File: config.mk
export PLATFORM = sky130hd
export DESIGN_NAME = wb_regfile_slave_flat
export DESIGN_NICKNAME = d
export VERILOG_FILES = /design/src/rtl/wb_regfile_slave_pkg.sv /design/src/rtl/wb_regfile_slave_if.sv /design/src/rtl/wb_regfile_slave_mem.sv /design/src/rtl/wb_regfile_slave.sv /design/src/flat_wrapper.sv
export SDC_FILE = /design/constraint.sdc
export NUM_CORES = 1
export LEC_CHECK = 0
export ABC_AREA = 0
export CAP_MARGIN = 20
export CORE_ASPECT_RATIO = 0.7
export CORE_MARGIN = 2
export CORE_UTILIZATION = 60
export DETAILED_ROUTE_END_ITERATION = 10
export PLACE_DENSITY = 0.79
export SLEW_MARGIN = 20
export SYNTH_ARGS = -nofsm -noshare
export SYNTH_HDL_FRONTEND = slang
export SYNTH_SLANG_ARGS = --single-unit
File: constraint.sdc
create_clock -name clk_i -period 4.63 [get_ports clk_i]
set_input_delay 0.6945 -clock clk_i [delete_from_list [all_inputs] [get_ports clk_i]]
set_output_delay 0.6945 -clock clk_i [all_outputs]
set_load 0.01 [all_outputs]
File: src/rtl/wb_regfile_slave_pkg.sv
// Shared types for the Wishbone register-file slave: FSM state encoding and
// the wait-state counter sizing helper.
package wb_regfile_slave_pkg;

  typedef enum logic [1:0] {
    IDLE    = 2'd0,
    WAIT    = 2'd1,
    RESPOND = 2'd2
  } state_t;

  // Counter only ever holds WAIT_STATES-1, so size it for that value.
  function automatic int wait_cnt_width(input int wait_states);
    return (wait_states > 2) ? $clog2(wait_states) : 1;
  endfunction

endpackage

File: src/rtl/wb_regfile_slave_if.sv
// Classic Wishbone B4 bus bundle between one master and the register-file slave.
// Signal names keep the slave's point of view (_i driven by master, _o by slave).
interface wb_regfile_slave_if #(
  parameter int ADDR_WIDTH = 4,
  parameter int DATA_WIDTH = 32
);

  logic                    cyc_i;
  logic                    stb_i;
  logic                    we_i;
  logic [ADDR_WIDTH-1:0]   adr_i;
  logic [DATA_WIDTH/8-1:0] sel_i;
  logic [DATA_WIDTH-1:0]   dat_i;
  logic [DATA_WIDTH-1:0]   dat_o;
  logic                    ack_o;
  logic                    err_o;

  modport master (
    output cyc_i, stb_i, we_i, adr_i, sel_i, dat_i,
    input  dat_o, ack_o, err_o
  );

  modport slave (
    input  cyc_i, stb_i, we_i, adr_i, sel_i, dat_i,
    output dat_o, ack_o, err_o
  );

endinterface

File: src/rtl/wb_regfile_slave_mem.sv
// DEPTH x DATA_WIDTH register storage with byte-enable write and async clear.
// Out-of-range read addresses return zero.
module wb_regfile_slave_mem #(
  parameter int ADDR_WIDTH = 4,
  parameter int DATA_WIDTH = 32,
  parameter int DEPTH      = 12
) (
  input  logic                    clk_i,
  input  logic                    rst_n_i,
  input  logic                    we_i,
  input  logic [ADDR_WIDTH-1:0]   waddr_i,
  input  logic [DATA_WIDTH/8-1:0] wsel_i,
  input  logic [DATA_WIDTH-1:0]   wdata_i,
  input  logic [ADDR_WIDTH-1:0]   raddr_i,
  output logic [DATA_WIDTH-1:0]   rdata_o
);

  localparam int                  NB      = DATA_WIDTH / 8;
  localparam logic [ADDR_WIDTH:0] DEPTH_W = (ADDR_WIDTH + 1)'(DEPTH);

  logic [DATA_WIDTH-1:0] words [DEPTH];

  genvar gi;
  generate
    for (gi = 0; gi < DEPTH; gi++) begin : g_word
      logic                  hit;
      logic [DATA_WIDTH-1:0] word_q;
      logic [DATA_WIDTH-1:0] word_d;

      assign hit = we_i && (waddr_i == ADDR_WIDTH'(gi));

      always_comb begin
        word_d = word_q;
        for (int b = 0; b < NB; b++) begin
          if (wsel_i[b]) word_d[b*8 +: 8] = wdata_i[b*8 +: 8];
        end
      end

      always_ff @(posedge clk_i or negedge rst_n_i) begin
        if (!rst_n_i)  word_q <= '0;
        else if (hit)  word_q <= word_d;
      end

      assign words[gi] = word_q;
    end
  endgenerate

  assign rdata_o = ({1'b0, raddr_i} < DEPTH_W) ? words[raddr_i] : '0;

endmodule

File: src/rtl/wb_regfile_slave.sv
// Classic Wishbone B4 register-file slave with programmable wait states.
// Define WB_REGFILE_SLAVE_ERR_EN to terminate out-of-range accesses with err_o.
module wb_regfile_slave
  import wb_regfile_slave_pkg::*;
#(
  parameter int ADDR_WIDTH  = 4,
  parameter int DATA_WIDTH  = 32,
  parameter int DEPTH       = 12,
  parameter int WAIT_STATES = 2
) (
  input  logic              clk_i,
  input  logic              rst_n_i,
  wb_regfile_slave_if.slave wb
);

  localparam int                  CNT_W    = wait_cnt_width(WAIT_STATES);
  localparam logic [CNT_W-1:0]    CNT_INIT = CNT_W'((WAIT_STATES > 0) ? WAIT_STATES - 1 : 0);
  localparam logic [ADDR_WIDTH:0] DEPTH_W  = (ADDR_WIDTH + 1)'(DEPTH);

  state_t                  state_q, state_d;
  logic [CNT_W-1:0]        cnt_q, cnt_d;
  logic [ADDR_WIDTH-1:0]   adr_q, adr_d;
  logic                    we_q, we_d;
  logic [DATA_WIDTH/8-1:0] sel_q, sel_d;
  logic [DATA_WIDTH-1:0]   wdat_q, wdat_d;
  logic [DATA_WIDTH-1:0]   dat_q, dat_d;
  logic                    ack_q, ack_d;
  logic                    err_q, err_d;

  logic                    in_range;
  logic                    fault;
  logic                    mem_we;
  logic [DATA_WIDTH-1:0]   mem_rdata;

  assign in_range = ({1'b0, adr_q} < DEPTH_W);

`ifdef WB_REGFILE_SLAVE_ERR_EN
  assign fault = !in_range;
`else
  assign fault = 1'b0;
`endif

  wb_regfile_slave_mem #(
    .ADDR_WIDTH (ADDR_WIDTH),
    .DATA_WIDTH (DATA_WIDTH),
    .DEPTH      (DEPTH)
  ) u_mem (
    .clk_i   (clk_i),
    .rst_n_i (rst_n_i),
    .we_i    (mem_we),
    .waddr_i (adr_q),
    .wsel_i  (sel_q),
    .wdata_i (wdat_q),
    .raddr_i (adr_q),
    .rdata_o (mem_rdata)
  );

  // ack_o/err_o/dat_o are registered on the edge that leaves RESPOND, so the
  // response lands WAIT_STATES+1 edges after the request was sampled.
  always_comb begin
    state_d = state_q;
    cnt_d   = cnt_q;
    adr_d   = adr_q;
    we_d    = we_q;
    sel_d   = sel_q;
    wdat_d  = wdat_q;
    dat_d   = dat_q;
    ack_d   = 1'b0;
    err_d   = 1'b0;
    mem_we  = 1'b0;

    case (state_q)
      IDLE: begin
        if (wb.cyc_i && wb.stb_i) begin
          adr_d  = wb.adr_i;
          we_d   = wb.we_i;
          sel_d  = wb.sel_i;
          wdat_d = wb.dat_i;
          if (WAIT_STATES > 0) begin
            state_d = WAIT;
            cnt_d   = CNT_INIT;
          end else begin
            state_d = RESPOND;
          end
        end
      end

      WAIT: begin
        if (!wb.cyc_i) begin
          state_d = IDLE;
          cnt_d   = '0;
        end else if (cnt_q == '0) begin
          state_d = RESPOND;
        end else begin
          cnt_d = cnt_q - CNT_W'(1);
        end
      end

      RESPOND: begin
        state_d = IDLE;
        if (fault) begin
          err_d = 1'b1;
        end else begin
          ack_d  = 1'b1;
          mem_we = we_q && in_range;
          if (!we_q) dat_d = in_range ? mem_rdata : '0;
        end
      end

      default: state_d = IDLE;
    endcase
  end

  always_ff @(posedge clk_i or negedge rst_n_i) begin
    if (!rst_n_i) begin
      state_q <= IDLE;
      cnt_q   <= '0;
      adr_q   <= '0;
      we_q    <= 1'b0;
      sel_q   <= '0;
      wdat_q  <= '0;
      dat_q   <= '0;
      ack_q   <= 1'b0;
      err_q   <= 1'b0;
    end else begin
      state_q <= state_d;
      cnt_q   <= cnt_d;
      adr_q   <= adr_d;
      we_q    <= we_d;
      sel_q   <= sel_d;
      wdat_q  <= wdat_d;
      dat_q   <= dat_d;
      ack_q   <= ack_d;
      err_q   <= err_d;
    end
  end

  assign wb.dat_o = dat_q;
  assign wb.ack_o = ack_q;
  assign wb.err_o = err_q;

endmodule

File: src/flat_wrapper.sv
// flat-port wrapper written by rule: the top's interface ports become plain ports
module wb_regfile_slave_flat import wb_regfile_slave_pkg::*;
#(
  parameter int ADDR_WIDTH  = 4,
  parameter int DATA_WIDTH  = 32,
  parameter int DEPTH       = 12,
  parameter int WAIT_STATES = 2
)
  (clk_i, rst_n_i, wb_cyc_i, wb_stb_i, wb_we_i, wb_adr_i, wb_sel_i, wb_dat_i, wb_dat_o, wb_ack_o, wb_err_o);
  wb_regfile_slave_if #(.ADDR_WIDTH(ADDR_WIDTH), .DATA_WIDTH(DATA_WIDTH)) wb_i ();
  input  logic clk_i;
  input  logic rst_n_i;
  input wire logic [$bits(wb_i.cyc_i)-1:0] wb_cyc_i;
  input wire logic [$bits(wb_i.stb_i)-1:0] wb_stb_i;
  input wire logic [$bits(wb_i.we_i)-1:0] wb_we_i;
  input wire logic [$bits(wb_i.adr_i)-1:0] wb_adr_i;
  input wire logic [$bits(wb_i.sel_i)-1:0] wb_sel_i;
  input wire logic [$bits(wb_i.dat_i)-1:0] wb_dat_i;
  output wire logic [$bits(wb_i.dat_o)-1:0] wb_dat_o;
  output wire logic [$bits(wb_i.ack_o)-1:0] wb_ack_o;
  output wire logic [$bits(wb_i.err_o)-1:0] wb_err_o;
  assign wb_i.cyc_i = wb_cyc_i;
  assign wb_i.stb_i = wb_stb_i;
  assign wb_i.we_i = wb_we_i;
  assign wb_i.adr_i = wb_adr_i;
  assign wb_i.sel_i = wb_sel_i;
  assign wb_i.dat_i = wb_dat_i;
  assign wb_dat_o = wb_i.dat_o;
  assign wb_ack_o = wb_i.ack_o;
  assign wb_err_o = wb_i.err_o;
  wb_regfile_slave #(.ADDR_WIDTH(ADDR_WIDTH), .DATA_WIDTH(DATA_WIDTH), .DEPTH(DEPTH), .WAIT_STATES(WAIT_STATES)) u_core (.clk_i(clk_i), .rst_n_i(rst_n_i), .wb(wb_i));
endmodule
==> PnR_summary.wiki <==
{| class="wikitable"
! Metric !! Value
|-
| Vias per Instance || 6.25
|-
| Mean instance size in the synthesized netlist || 16.0 µm²
|-
| Standard-cell row count || 56
|-
| Routed vias || 11152
|-
| Initial antenna violation count || 0
|-
| Core Region || 33300 µm²
|-
| Element type at the critical path start || flip-flop
|-
| Clock latency on the worst-skew pair || 0.55 ns
|-
| Pin count of the biggest net entering global routing || 120
|-
| Syn Std Cell Area || 20100 µm²
|-
| Final clock skew || 0.0106 ns
|-
| H-tree lvl count || 2
|-
| Detailed Place HPWL || 26100 µm
|-
| Final cell count without fillers || 1783
|-
| Final count of negative-setup-slack endpoints || 0
|-
| Total Routing Usage GR || 26.0%
|-
| Most common cell after layout, fill and taps aside || dfrtp_1
|-
| Maximum cell stage delay along the critical path || 0.86 ns
|-
| Number of cells on the worst reg-to-reg path || 3
|-
| Static Leak || 10.8 nW
|-
| Wire length of the first global-routing pass || 69500 µm
|-
| Most frequent cells in the layout || dfrtp_1, mux2_2, mux4_2
|-
| Total nets after synthesis || 1303
|-
| Maximum VDD drop || 239 µV
|-
| Detailed-routing iteration count for the pre-antenna-repair pass || 5
|-
| Area added between synthesis and finish || 13.4%
|-
| GP Congestion || 0.758
|-
| Number of primary I/O pins || 79
|-
| Final period utilization || 65.9%
|-
| Final-layout fill cell count || 2262
|-
| Hold Slack || 0.172 ns
|-
| Data required time at the worst endpoint || 5.06 ns
|-
| Ordered list of cells on the worst path || nor2b_1 -> nand3_1 -> mux2_2
|-
| Number of resized instances in the post-cts repair step || 0
|-
| TritonCTS Buffers || 43
|-
| Routed wire length || 43200 µm
|-
| Count of hold-fix buffers inserted at cts || 0
|-
| Crit path DAT || 3.48 ns
|-
| Max cap viols || 0
|-
| Number of placed cells counting well taps || 1704
|-
| Largest driver fanout on the critical path || 34
|-
| Endpoint type of the worst setup path || flip-flop
|-
| Number of sinks driven by the clock tree || 461
|-
| DRT iter0 DRCs || 819
|-
| Die extent in x || 223 µm
|-
| Sequential area share after synthesis || 57.3%
|-
| Unrepaired setup endpoints after global routing || false
|-
| Min-Delay Path Class || in -> async
|-
| Final net count || 1359
|-
| Final Slew Violations || 0
|-
| Gate count of the mapped netlist || 1258
|-
| Overall die area || 35000 µm²
|-
| CTS tree || done
|-
| Power density of the placed cells || 417 nW/µm²
|-
| Number of unique standard cell types used by synthesis || 31
|-
| Hold Fails Final Rpt || 0
|-
| Type of the worst setup path || reg -> reg
|-
| Clock Pin Slew Worst Setup and Hold Paths || 0.06 ns
|-
| Yosys synthesis warning count || 0
|-
| Tmin final || 3.05 ns
|-
| Overall Power || 9.51 mW
|-
| Slew HR || 28.6%
|-
| # diodes || 0
|-
| Routed wire per std cell || 24.2 µm
|-
| Gr ovfl total || 0
|-
| Count of buffers inserted at the top-level ports || 77
|-
| Number of post-CTS setup repair buffers || 0
|-
| Maximum clock frequency || 328 MHz
|-
| Via count of the first global-routing pass || 11938
|-
| Cell type of the slowest stage on the worst timing path || dfrtp_4
|-
| Ratio of cells with drive above 1 in the final layout || 49.4%
|-
| Die height || 157 µm
|-
| Yosys reg bits || 461
|-
| Starting density of the core || 60.5%
|-
| Maximum buffer depth of the clock tree || 3
|-
| DRC errors left || 0
|-
| Actual slew at the worst max-slew pin || 1.07 ns
|-
| Post-DRT Antenna Nets || 0
|-
| Status || completed
|-
| Clock root buffer || clkbuf_16
|-
| Setup TNS || 0 ns
|}
-- worst paths after layout --
kind / from / endpoint / slack (ns)
min in group clk_i: u_core.cnt_q$_DFFE_PN0P_ / u_core.state_q[1]$_DFFE_PN0P_ / 0.46
setup / recovery: u_core.adr_q[1]$_DFFE_PN0P_ / u_core.u_mem.g_word[2].word_q[25]$_DFFE_PN0P_ / 1.58
setup reg to reg: u_core.adr_q[1]$_DFFE_PN0P_ / u_core.u_mem.g_word[2].word_q[25]$_DFFE_PN0P_ / 1.58
hold reg to reg: u_core.cnt_q$_DFFE_PN0P_ / u_core.state_q[1]$_DFFE_PN0P_ / 0.46
max in group asynchronous: rst_n_i / u_core.u_mem.g_word[8].word_q[8]$_DFFE_PN0P_ / 3.20
hold / removal: rst_n_i / u_core.u_mem.g_word[9].word_q[25]$_DFFE_PN0P_ / 0.17
-- metal layers --
metal	vias to the layer above	part of all wire [%]	GRT usage, %
li1	4793	-	-
met1	6076	46	38.6
met2	221	47	41.3
met3	62	4.2	3.92
met4	0	1.9	6.39
met5	-	0	0
-- stage by stage --
step / util, % / setup WS (ns) / instance area, µm²
floorplan: - / 2.78 / 20100
global placement: 64.0 / 1.47 / 21300
detailed placement: 64.0 / 1.40 / 21300
CTS: 68.6 / 1.39 / 22800
global route: 68.6 / 1.41 / 22800
finish: 68.6 / 1.58 / 22800
-- registers in the layout, indices dropped and copies added, names as in the netlist --
name and flops:
u_core.u_mem.g_word.word_q 384, u_core.wb.dat_o 32, u_core.wdat_q 32, u_core.adr_q 4, u_core.sel_q 4, u_core.state_q 2, u_core.cnt_q 1, u_core.wb.ack_o 1
u_core.we_q 1
-- report_power, final --
part / switching, mW / internal [mW]
clock network: 1.51 / 2.31
logic: 0.423 / 0.514
registers: 0.454 / 4.29
-- critical path: cells and delay by family, from the launching register on --
| family | cells | cell delay [ns] |
|---|---|---|
| simple gates | 2 | 1.55 |
| flops | 1 | 0.86 |
| mux | 1 | 0.51 |
-- Yosys cell counts --
master / n / share of area [%]
buf_2: 29 / 0.72
a311oi_1: 1 / 0.044
a22oi_1: 62 / 2.3
buf_6: 1 / 0.056
nor4bb_1: 1 / 0.050
inv_1: 1 / 0.019
a21oi_1: 2 / 0.050
conb_1: 1 / 0.019
nand3_1: 6 / 0.15
buf_4: 2 / 0.075
o211ai_1: 1 / 0.037
clkbuf_1: 54 / 1.0
dfrtp_1: 461 / 57
and3b_1: 1 / 0.044
mux2_2: 425 / 24
nand3b_1: 3 / 0.11
nand2b_1: 5 / 0.16
nor2_2: 32 / 0.99
nor3_1: 2 / 0.050
nor2b_1: 3 / 0.093
or3b_1: 1 / 0.044
mux4_2: 95 / 11
nor2_1: 1 / 0.019
nor3b_4: 1 / 0.093
nand2_1: 46 / 0.86
nor2_8: 1 / 0.099
nor3b_1: 2 / 0.075
buf_1: 4 / 0.075
mux2i_1: 2 / 0.099
o21ai_0: 2 / 0.050
nand3_4: 10 / 0.87
-- area by class of cell --
class | instances | area, µm² | share of cell area [%]
clock inverters | 18 | 298 | 1.30
well taps | 435 | 544 | 2.38
inverters | 1 | 3.75 | 0.0164
flip-flops and latches | 461 | 11500 | 50.6
multi-input cells | 706 | 8220 | 36.0
clock buffers | 61 | 1240 | 5.41
repair buffers | 101 | 981 | 4.30
-- cell families after synthesis --
logic type / share of synthesized area [%]
multiplexers: 34.5
flip-flops: 57.3
AND/OR/NAND/NOR: 3.71
buffers and inverters: 1.95
AO/OA/AOI/OAI: 2.49
other: 0.0186
No activity file was read; power rests on OpenSTA's default activity.
